File: src/rtl/hazard_ctrl.sv
// hazard_ctrl: RAW hazard detection, flush and stall control for an in-order pipeline
module hazard_ctrl #(
    parameter int ADDR_WIDTH  = 5,
    parameter int NUM_STAGES  = 3,
    parameter int FWD_EN      = 1,
    parameter int FLUSH_DEPTH = 2,
    parameter int CNT_WIDTH   = 16
) (
    input  logic                  clk,
    input  logic                  rst,
    input  logic                  id_valid_i,
    input  logic [ADDR_WIDTH-1:0] read_addr1_i,
    input  logic [ADDR_WIDTH-1:0] read_addr2_i,
    input  logic                  read_en1_i,
    input  logic                  read_en2_i,
    input  logic [ADDR_WIDTH-1:0] write_addr_i,
    input  logic                  write_en_i,
    input  logic                  is_load_i,
    input  logic                  flush_i,
    input  logic                  ext_stall_i,
    output logic                  pc_stall_o,
    output logic [NUM_STAGES-1:0] stall_o,
    output logic [NUM_STAGES-1:0] clear_o,
    output logic                  hazard_o,
    output logic [CNT_WIDTH-1:0]  stall_count_o
);

    localparam int NS = NUM_STAGES;
    localparam logic [NS-1:0] ALL_ONES   = '1;
    localparam logic [NS-1:0] FLUSH_MASK = NS'((1 << FLUSH_DEPTH) - 1);

    logic [NS-1:1]         s_valid, s_we, s_ld;
    logic [ADDR_WIDTH-1:0] s_wa [NS-1:1];
    logic [NS-1:1]         p_valid, p_we, p_ld;
    logic [ADDR_WIDTH-1:0] p_wa [NS-1:1];
    logic                  raw;

    // Each slot's upstream source: slot 1 takes the decode instruction, the rest the previous slot.
    genvar k;
    for (k = 1; k < NS; k++) begin : g_prev
        if (k == 1) begin : g_first
            assign p_valid[k] = id_valid_i;
            assign p_we[k]    = write_en_i;
            assign p_ld[k]    = is_load_i;
            assign p_wa[k]    = write_addr_i;
        end else begin : g_rest
            assign p_valid[k] = s_valid[k-1];
            assign p_we[k]    = s_we[k-1];
            assign p_ld[k]    = s_ld[k-1];
            assign p_wa[k]    = s_wa[k-1];
        end
    end

    // RAW check against in-flight writers; WB slot is excluded because the register file bypasses it.
    always_comb begin
        raw = 1'b0;
        for (int i = 1; i < NS - 1; i++)
            if (s_valid[i] && s_we[i] && (FWD_EN == 0 || (i == 1 && s_ld[i])) &&
                ((read_en1_i && read_addr1_i != '0 && read_addr1_i == s_wa[i]) ||
                 (read_en2_i && read_addr2_i != '0 && read_addr2_i == s_wa[i])))
                raw = 1'b1;
    end

    // Control outputs with priority rst > ext_stall > flush > hazard.
    always_comb begin
        pc_stall_o = 1'b0;
        stall_o    = '0;
        clear_o    = '0;
        hazard_o   = 1'b0;
        if (rst) begin
            clear_o = ALL_ONES;
        end else if (ext_stall_i) begin
            stall_o    = ALL_ONES;
            pc_stall_o = 1'b1;
        end else if (flush_i) begin
            clear_o = FLUSH_MASK;
        end else if (raw && id_valid_i) begin
            stall_o    = NS'(1);
            clear_o    = NS'(2);
            pc_stall_o = 1'b1;
            hazard_o   = 1'b1;
        end
    end

    // Slots follow their pipeline registers: bubble on clear, hold on stall, otherwise advance.
    always_ff @(posedge clk) begin
        for (int i = 1; i < NS; i++) begin
            if (rst || clear_o[i]) begin
                s_valid[i] <= 1'b0;
            end else if (!stall_o[i]) begin
                s_valid[i] <= p_valid[i];
                s_we[i]    <= p_we[i];
                s_ld[i]    <= p_ld[i];
                s_wa[i]    <= p_wa[i];
            end
        end
    end

    // Saturating count of cycles lost to hazards.
    always_ff @(posedge clk) begin
        if (rst)
            stall_count_o <= '0;
        else if (hazard_o && stall_count_o != '1)
            stall_count_o <= stall_count_o + 1'b1;
    end

endmodule

File: config.mk
export PLATFORM = sky130hd
export DESIGN_NAME = hazard_ctrl
export DESIGN_NICKNAME = d
export VERILOG_FILES = /design/src/rtl/hazard_ctrl.sv
export SDC_FILE = /design/constraint.sdc
export NUM_CORES = 1
export LEC_CHECK = 0
export CELL_PAD_IN_SITES_DETAIL_PLACEMENT = 1
export CELL_PAD_IN_SITES_GLOBAL_PLACEMENT = 2
export CORE_ASPECT_RATIO = 0.9
export CORE_MARGIN = 4
export CORE_UTILIZATION = 28
export CTS_BUF_LIST = sky130_fd_sc_hd__clkbuf_8
export DETAILED_ROUTE_END_ITERATION = 10
export HOLD_SLACK_MARGIN = 0.05
export PLACE_DENSITY = 0.86
export SLEW_MARGIN = 10
export SYNTH_ARGS = -nofsm -noshare
export SYNTH_HDL_FRONTEND = slang
export SYNTH_SLANG_ARGS = --single-unit
File: constraint.sdc
create_clock -name clk -period 3.54 [get_ports clk]
set_input_delay 0.708 -clock clk [delete_from_list [all_inputs] [get_ports clk]]
set_output_delay 0.708 -clock clk [all_outputs]
set_load 0.005 [all_outputs]
==> run summary <==
## Critical path
• primary input — type of origin of the critical path
• 470 ps — longest individual stage delay on the worst path
• id_valid_i — launch point of the worst path
• 2 — worst-path fanout max
• output port — Worst setup EP type
• 2830 ps — required time reported for the critical path endpoint
• clkdlybuf4s50_1 > nand4_1 > or4_4 > a211oi_4 > buf_4 > o21ai_0 > o21ai_0 > dlygate4sd2_1 — series of cell instances along the critical path
• 3 — Bufs and invs on worst path
• 2730 ps — crit path DAT
• sky130_fd_sc_hd__clkdlybuf4s50_1 — master of the slowest instance on the critical path
• s_wa[1][2] — reg-to-reg critical path startpoint
• sky130_fd_sc_hd__o21ai_0 — cell mode on critical path
• in2out — Crit Path Category
• buffers and inverters — family with the most delay on the worst path

## Synth
• 0% — share of flip-flops with an asynchronous set or reset
• 0 — warning count from the yosys run
• 9.296 sq um — synthesized area per cell
• 0.9479% — post-synthesis share of cell area spent on full adders, half adders and majority gates
• 7 — number of enable-type register cells in the synthesized netlist
• 24 — #FFs+latches synth
• 18.86% — complex-gate fraction of the synthesized area
• simple AND/OR/NAND/NOR gates — combinational family with the most area after synthesis
• sky130_fd_sc_hd__dfxtp_1 — predominant post-synthesis flop cell
• 1.611% — mux share of post-synthesis cell area
• 41.71% — sequential share of the synthesized area
• 5.972% — Post-Synth XOR/XNOR Area
• 1320 sq um — area of the mapped netlist
• 42 — number of distinct standard cells referenced by the synthesized netlist
• 142 — number of instances in the synthesized netlist
• 26.54% — share of synthesized cell area in and, or, nand and nor gates
• 167 — net count after synthesis

## Route
• 43 — First DRT Iteration DRCs
• 4386 microns — DRT Wirelength
• 5.205 — vias per cell
• 4 — Pre-Repair DR Iteration Count
• 0 — antenna-violating nets left
• 0 — DR DRC count
• 1348 — vias post-DR
• 16.93 microns — routed wire length per instance

## Clock tree
• 270 ps — Clock Latency Late Sink
• 1 — number of H-tree levels
• sky130_fd_sc_hd__clkbuf_8 — clock root buffer master
• 3 — number of buffers inserted during clock tree synthesis
• 90 ps — clock-pin slew on the worst setup and hold paths
• done — TritonCTS clock tree
• 24 — total clock sinks
• 2 — Max Root-Sink Buffers

## STA
• 107.0 ps — Final WS setup
• 0 — Finish-stage setup viols
• 291.3 MHz — fmax
• 519.8 ps — hold_ws
• 0 — final hold vios
• 96.98% — part of the cycle the worst path needs
• 0 ps — Fin Setup TNS
• 596.6 ps — transition time of the tightest slew-check pin
• 6.181 ps — Clock Skew
• 0 — final count of pins violating max slew
• 60.08% — headroom to the max-slew limit
• 3433 ps — final worst path period need

## Finish
• 223 — net count reported at finish
• 522 — fill cell instance count of the final layout
• 40 x sky130_fd_sc_hd__clkdlybuf4s50_1, 17 x sky130_fd_sc_hd__dfxtp_1, 13 x sky130_fd_sc_hd__a21oi_1 — commonest cells after routing, fill and taps aside
• 0 — # diodes
• 43.53% — post-layout utilization of the core
• 719.4 sq um — area of the multi-input gates
• 49.01% — Layout Area Growth over Synthesis
• sky130_fd_sc_hd__clkdlybuf4s50_1 — most common cell after layout, fill and taps aside
• 550.5 sq um — Sequential Area
• 11.17% — fraction of final layout cells sized beyond drive strength 1

## Global routing
• 0 — initial antenna violation count
• 1434 — via count of the first global-routing pass
• 16 — maximum number of pins on one net before global-route repair
• 15.43% — overall track demand over capacity in global routing
• 7017 microns — wire length of the first global-routing pass
• 0 — total global routing overflow

## Floorplan
• 4518 sq um — Core Region
• 73.14 microns — height of the die
• 23 — row count
• 48 — Top-Level Pins
• 5879 sq um — die outline area
• 80.38 microns — die span in x
• 29.22% — initial core utilization

## Place
• -131.6 ps — placement-stage worst setup slack
• 47 — quantity of I/O buffers inserted on ports
• 3380 microns — placed wire-length estimate after detailed placement
• 0.7970 — weighted congestion reported at the end of routability-driven placement

## Run status
• finished, final reports clean — run status

## Power
• 0.6767 nW — LEAKAGE
• 542.5 uW — final total power
• 275.8 nW/um^2 — power density relative to cell area
• 0.0001113 V — IR drop worst, VDD

## Hold path
• stall_count_o[15] — HP Start
• reg2reg — worst hold path class

## Job
• 0 — number of max-cap violations

==> final cells by class <==
type | instances | share of cell area, %
timing repair buffer | 59 | 28.82
clock buffer | 3 | 2.099
sequential | 24 | 27.99
tap | 62 | 3.944
multi-input combinational | 108 | 36.58
clock inverter | 1 | 0.1908
inverter | 2 | 0.3817
==> path summary, 6_finish.rpt <==
check,to,slack [ps],depth (start not counted)
setup reg to reg,stall_count_o[9],680,9
hold reg to reg,stall_count_o[15],520,2
setup / recovery,pc_stall_o,110,8
hold / removal,stall_count_o[15],520,2
==> where the power goes <==
part	leakage (nW)	switching, mW	total [mW]	internal (mW)
clock	0.0269	0.0947	0.172	0.0777
combinational	0.447	0.0292	0.0720	0.0428
sequential	0.203	0.00702	0.298	0.291
==> logic make-up after synthesis <==
| group | after synthesis |
|---|---|
| flops | 24 |
| buf+inv | 10 |
| compound gates | 36 |
| simple gates | 60 |
| xor+xnor | 9 |
| mux | 2 |
| fa+ha+maj | 1 |
==> cells in the mapped netlist, drive strengths merged, types with 2 or more instances <==
cell type,count,area [sq um]
a21oi,13,65.06
and4,2,17.52
buf,5,38.78
clkbuf,3,11.26
dfxtp,17,340.3
edfxtp,7,210.2
inv,2,7.510
nand2,5,18.77
nand2b,2,12.51
nand3,7,35.03
nand4,7,43.79
nor2,12,45.04
nor3,2,10.01
nor4,2,12.51
o21ai,7,38.79
o31ai,7,52.55
o41ai,2,17.52
or3,5,31.28
or4,9,71.32
xnor2,4,35.03
xor2,5,43.79
==> through the flow <==
step | area [sq um] | std cells
global route | 1967 | 259
floorplan | 1320 | 142
CTS | 1934 | 257
global placement | 1886 | 252
detailed placement | 1886 | 252
finish | 1967 | 259
==> registers in the layout, indices dropped and copies added (netlist names) <==
register,flops
s_ld,1
s_valid,1
s_we,1
stall_count_o,16
s_wa,5
==> metal layers <==
layer,routed length (microns),GRT usage (%)
met3,146,2.963
met1,2010,19.76
met4,65,5.629
met5,0,0
met2,2163,25.83
==> timing repair <==
action | CTS | global route
gates resized for setup | 3 | 5
hold endpoints to repair | 0 | 0
pin swaps | 1 | 3
endpoints found under the setup margin | 4 | 1
buffers inserted | 1 | 2
hold buffers | 0 | 0
==> tightest hold or removal path, cell delays in order (launching register included) <==
cell	delay, ps
sky130_fd_sc_hd__dfxtp_1	350
sky130_fd_sc_hd__o31ai_1	70
sky130_fd_sc_hd__a21oi_1	60
Note: power is estimated with default switching activity, not from simulation.
==> variant 1 (same settings) <==
Set the parameter `FWD_EN` to 0 (it was 1).
--- a/src/rtl/hazard_ctrl.sv
+++ b/src/rtl/hazard_ctrl.sv
@@ -4,3 +4,3 @@
     parameter int NUM_STAGES  = 3,
-    parameter int FWD_EN      = 1,
+    parameter int FWD_EN      = 0,
     parameter int FLUSH_DEPTH = 2,
Formal check against the unedited RTL: not equivalent (a bounded check fails within 4 cycles, from zero or initial values and one cycle with rst high).
==> variant 1 against the original RTL <==
- worst setup slack better by 0.055 ns
- via count down 5.2%
- design area down 3.2%
- power down 7.1%
- count of clock-buffer cells in the layout unchanged
- routed wire length down 14%
- synthesized area up 0.19%
- sequential cell count down 1
- clock power down 7%
- critical path type unchanged
- largest cell class unchanged
- largest power group unchanged
- highest routed layer unchanged
==> variant 1: results (changes against the original RTL) <==
[synthesis]
synth_area_leaders=dfxtp_1, edfxtp_1, xnor2_1, nor2_1, nand3_1
syn_nets=173  ; +3.6%
synthDistinctLibCells=45  ; +7.1%
synth_ff_type=dfxtp_1
synth_common_cells=dfxtp_1, nor2_1, nand2_1
yosys_warnings=0  ; unchanged
synth-edff-count=6  ; -1
async_flop_share_pct=0  ; unchanged
yosysSeqAreaShare_pct=39.4  ; -2.3 points

[grt]
track_usage_pct=13.6  ; -1.9 points
grt_pass1_vias=1362  ; -5.0%
grt_first_pass_wirelength_microns=6310  ; -10%
antenna_found_initial=0  ; unchanged
grt_max_degree=28  ; +12

[min_path]
hold_class=reg -> reg
hold_path_depth=2  ; unchanged

[finish]
antennaDiodeCount=0  ; unchanged
final_nets=222  ; -0.45%
reg_top3=stall_count_o x16, s_wa x5
drive_gt1_share_pct=11.7  ; +0.57 points

[placed_design]
dp_slack_ns=-0.00559  ; +0.126 ns
gp_congestion=0.729  ; -8.6%
dp_hpwl_microns=3050  ; -9.7%
port-buffer-count=46  ; -2.1%

[clock_network]
cts-root-buf=clkbuf_8
cts_setup_buffers=0  ; -1
numCtsBuffers=3  ; unchanged
clock_path_buffers=2  ; unchanged
clk_pin_slew_ns=0.08

[worst_setup_path]
crit_fanout=3  ; +1
critPathTopFamily=buffers and inverters
r2r_cells=7  ; -2
crit_path_max_incr_delay_ns=0.56  ; +0.09 ns

[timing]
relSlewSlack_pct=68.1  ; +8.0 points
hold_viol=0  ; unchanged
finClkSkew_ns=0.00459  ; -0.00159 ns

[run_status]
status=completed

[detailed_routing]
drtIter0Drc=58  ; +35%
drtPass1Iterations=4  ; unchanged
avgRoutedWirePerCell_microns=14.7  ; -13%
vias_per_cell=4.95  ; -4.8%

[pwr]
vdd_drop_max_uv=130  ; +17%
p_leak_nw=0.653  ; -3.5%

variant 1: cell types whose count changed in the layout (fill, tap and decap cells not counted), moves of 5 or more:
cell,delta
buf_4,-7
o31ai_1,-7
or4_1,-8
clkdlybuf4s50_1,+6
nand2_1,+5
a21oi_1,-8
variant 1: kinds of logic after synthesis:
group | Yosys count | synth area share (%)
simple gates | 71 | 28.8
compound gates | 27 | 14.9
flops | 23 | 39.4
xor+xnor | 10 | 6.62
buf+inv | 10 | 4.35
mux | 6 | 5.01
fa+ha+maj | 1 | 0.946
variant 1: per-layer routing:
metal  track usage (%)  share of wire [%]  vias up
met5                 0                  0        -
met1              17.3                 45      615
met4              3.94               0.32        0
met3              3.09                4.9        2
met2              23.0                 50       28
li1                  -                  -      633
variant 1: power breakdown:
part           leakage (nW)  switching, mW  internal, mW
registers             0.192        0.00298         0.273
logic                 0.434         0.0265        0.0412
clock network        0.0269         0.0824        0.0774
variant 1: tightest hold or removal path: stages, from the launching register on:
cell	delay (ns)
dfxtp_1	0.32
nand2_1	0.06
o22ai_1	0.07
variant 1: stage by stage:
step / util [%] / instance area, sq um / total power, mW / instances
2_1_floorplan: - / 1320 / 0.309 / 148
3_3_place_gp: 41.0 / 1850 / 0.348 / 254
3_5_place_dp: 41.0 / 1850 / 0.351 / 254
4_1_cts: 42.0 / 1900 / 0.513 / 258
5_1_grt: 42.1 / 1900 / 0.530 / 258
6_report: 42.1 / 1900 / 0.504 / 258
variant 1: worst paths after layout:
path	startpoint	endpoint	slack [ns]
setup / recovery	read_addr1_i[3]	hazard_o	0.16
hold / removal	s_valid[1]	s_valid[1]	0.50
setup reg to reg	stall_count_o[0]	stall_count_o[8]	1.51
hold reg to reg	s_valid[1]	s_valid[1]	0.50
variant 1: what timing repair did:
action,CTS,global route
pin swaps,0,2
hold buffers,0,0
gates resized for setup,1,1
endpoints found under the setup margin,1,3
variant 1: cell type report:
type / count / area, sq um
Timing Repair Buffer: 51 / 498
Clock inverter: 1 / 3.75
Multi-Input combinational cell: 115 / 752
Clock buffer: 3 / 41.3
Fill cell: 551 / 2610
Sequential cell: 23 / 520
Inverter: 3 / 11.3
Tap cell: 62 / 77.6
==> variant 2 (config.mk and constraints unchanged) <==
Made on the original files. Put one more register stage on the output `stall_count_o`, cleared by the reset. The value now appears one clock later. The other outputs are not delayed to match.
--- a/src/rtl/hazard_ctrl.sv
+++ b/src/rtl/hazard_ctrl.sv
@@ -30,2 +30,4 @@
     localparam logic [NS-1:0] FLUSH_MASK = NS'((1 << FLUSH_DEPTH) - 1);
+
+    logic [CNT_WIDTH-1:0] stall_count_s0;
 
@@ -101,5 +103,13 @@
         if (rst)
+            stall_count_s0 <= '0;
+        else if (hazard_o && stall_count_s0 != '1)
+            stall_count_s0 <= stall_count_s0 + 1'b1;
+    end
+
+    always_ff @(posedge clk) begin
+        if (rst) begin
             stall_count_o <= '0;
-        else if (hazard_o && stall_count_o != '1)
-            stall_count_o <= stall_count_o + 1'b1;
+        end else begin
+            stall_count_o <= stall_count_s0;
+        end
     end
Behaviour: not the same (Yosys sat finds a counterexample within 4 cycles, from zero or initial values and one cycle with rst high).
==> variant 2 against the original RTL <==
- sequential cell count grew 16
- synthesized area increased by 32%
- worst setup slack got worse by 0.019 ns
- cell count is 17% higher
- non-clock buffer count decreased by 5
- global-route usage shrank 3.7 points
- maximum frequency fell by 0.54%
- clock power up 77%
- design area rose by 23%
- hold slack worse by 0.051 ns
- routed wire length shrank 2.3%
- power rose by 56%
- sequential power rose by 58%
==> variant 2: results (changes against the original RTL) <==
[run_status]
status=completed

[worst_setup_path]
crit_fanout=5  ; +3
arrival_ns=2.74  ; about the same
crit_path_max_incr_delay_ns=0.50  ; +0.03 ns
crit_slowest_cell=or4_4

[placed_design]
dp_slack_ns=0.0424  ; +0.174 ns
gp_congestion=0.775  ; -2.8%
dp_hpwl_microns=3320  ; -1.6%

[detailed_routing]
wl_met3_microns=160  ; +9.6%
met1_length_microns=2070  ; +3.0%
routed_wl_microns=4290  ; -2.3%
wl_met2_microns=2010  ; -6.9%
vias_per_cell=4.87  ; -6.3%

[timing]
worst-slew-pin-transition_ns=0.628  ; +0.0317 ns

[synthesis]
yosysSeqAreaShare_pct=50.0  ; +8.3 points
synthAdderAreaFrac_pct=0.718  ; -0.23 points
synth_common_cells=dfxtp_1, nor2_1, nand2_1, nor2b_1, a21oi_1
syn_nets=204  ; +22%
synth_area_leaders=dfxtp_1, edfxtp_1, nor2b_1, xnor2_1, mux2_2
synthDistinctLibCells=40  ; -4.8%

[grt]
grt_first_pass_wirelength_microns=7300  ; +4.0%
grt_pass1_vias=1589  ; +11%
gr-usage-met1_pct=15.3  ; -4.5 points

[clock_network]
clk_pin_slew_ns=0.07  ; -0.02 ns
numCtsBuffers=5  ; +2
cts_setup_buffers=0  ; -1
post_cts_resized=0  ; -3

[finish]
drive_gt1_share_pct=10.7  ; -0.44 points

-- variant 2: changes by cell type in the layout (fill, tap and decap cells not counted), moves of 4 or more --
cell     unedited run  this run
dfxtp_1            17        33
buf_4              12         7
or4_1               8         2
a21oi_1            13         9
o31ai_1             7         0
nand2_1             5        16
nand3_1             7         3
nor2_1             12        17
xnor2_1             4         8
mux2_2              1         6
nor2b_1             1        16
-- variant 2: final cells by class --
class | instances | area (sq um)
well taps | 70 | 87.6
repair buffers | 54 | 533
fillers | 683 | 3440
clock inverters | 2 | 7.51
inverters | 2 | 7.51
flip-flops and latches | 40 | 871
multi-input cells | 129 | 826
clock buffers | 6 | 82.6
-- variant 2: power by group through the flow --
stage	Clock (mW)	Combinational [mW]	Sequential, mW
CTS	0.310	0.0742	0.470
floorplan	0	0.0304	0.480
detailed placement	0	0.0738	0.481
global placement	0	0.0722	0.481
finish	0.304	0.0727	0.470
global route	0.336	0.0793	0.471
-- variant 2: worst paths after layout --
kind / slack, ns / from / to / depth (start not counted)
worst max-delay path: 0.09 / read_addr2_i[2] / clear_o[1] / 7
worst min-delay path: 0.47 / s_valid[1] / s_valid[1] / 2
worst max register to register: 1.18 / s_wa[1][0] / stall_count_s0[3] / 6
worst min register to register: 0.47 / s_valid[1] / s_valid[1] / 2
-- variant 2: stage by stage --
stage / utilization (%) / power [mW] / cell area (sq um) / cells
after CTS: 41.0 / 0.855 / 2400 / 303
after global placement: 39.4 / 0.553 / 2310 / 295
after floorplan: - / 0.510 / 1740 / 179
after detailed placement: 39.4 / 0.555 / 2310 / 295
final: 41.2 / 0.847 / 2410 / 303
after global routing: 41.2 / 0.886 / 2410 / 303
-- variant 2: tightest hold or removal path, cell delays in order, from the launching register on --
cell and delay, ns:
dfxtp_1 0.31, nand2_1 0.06, a21oi_1 0.05
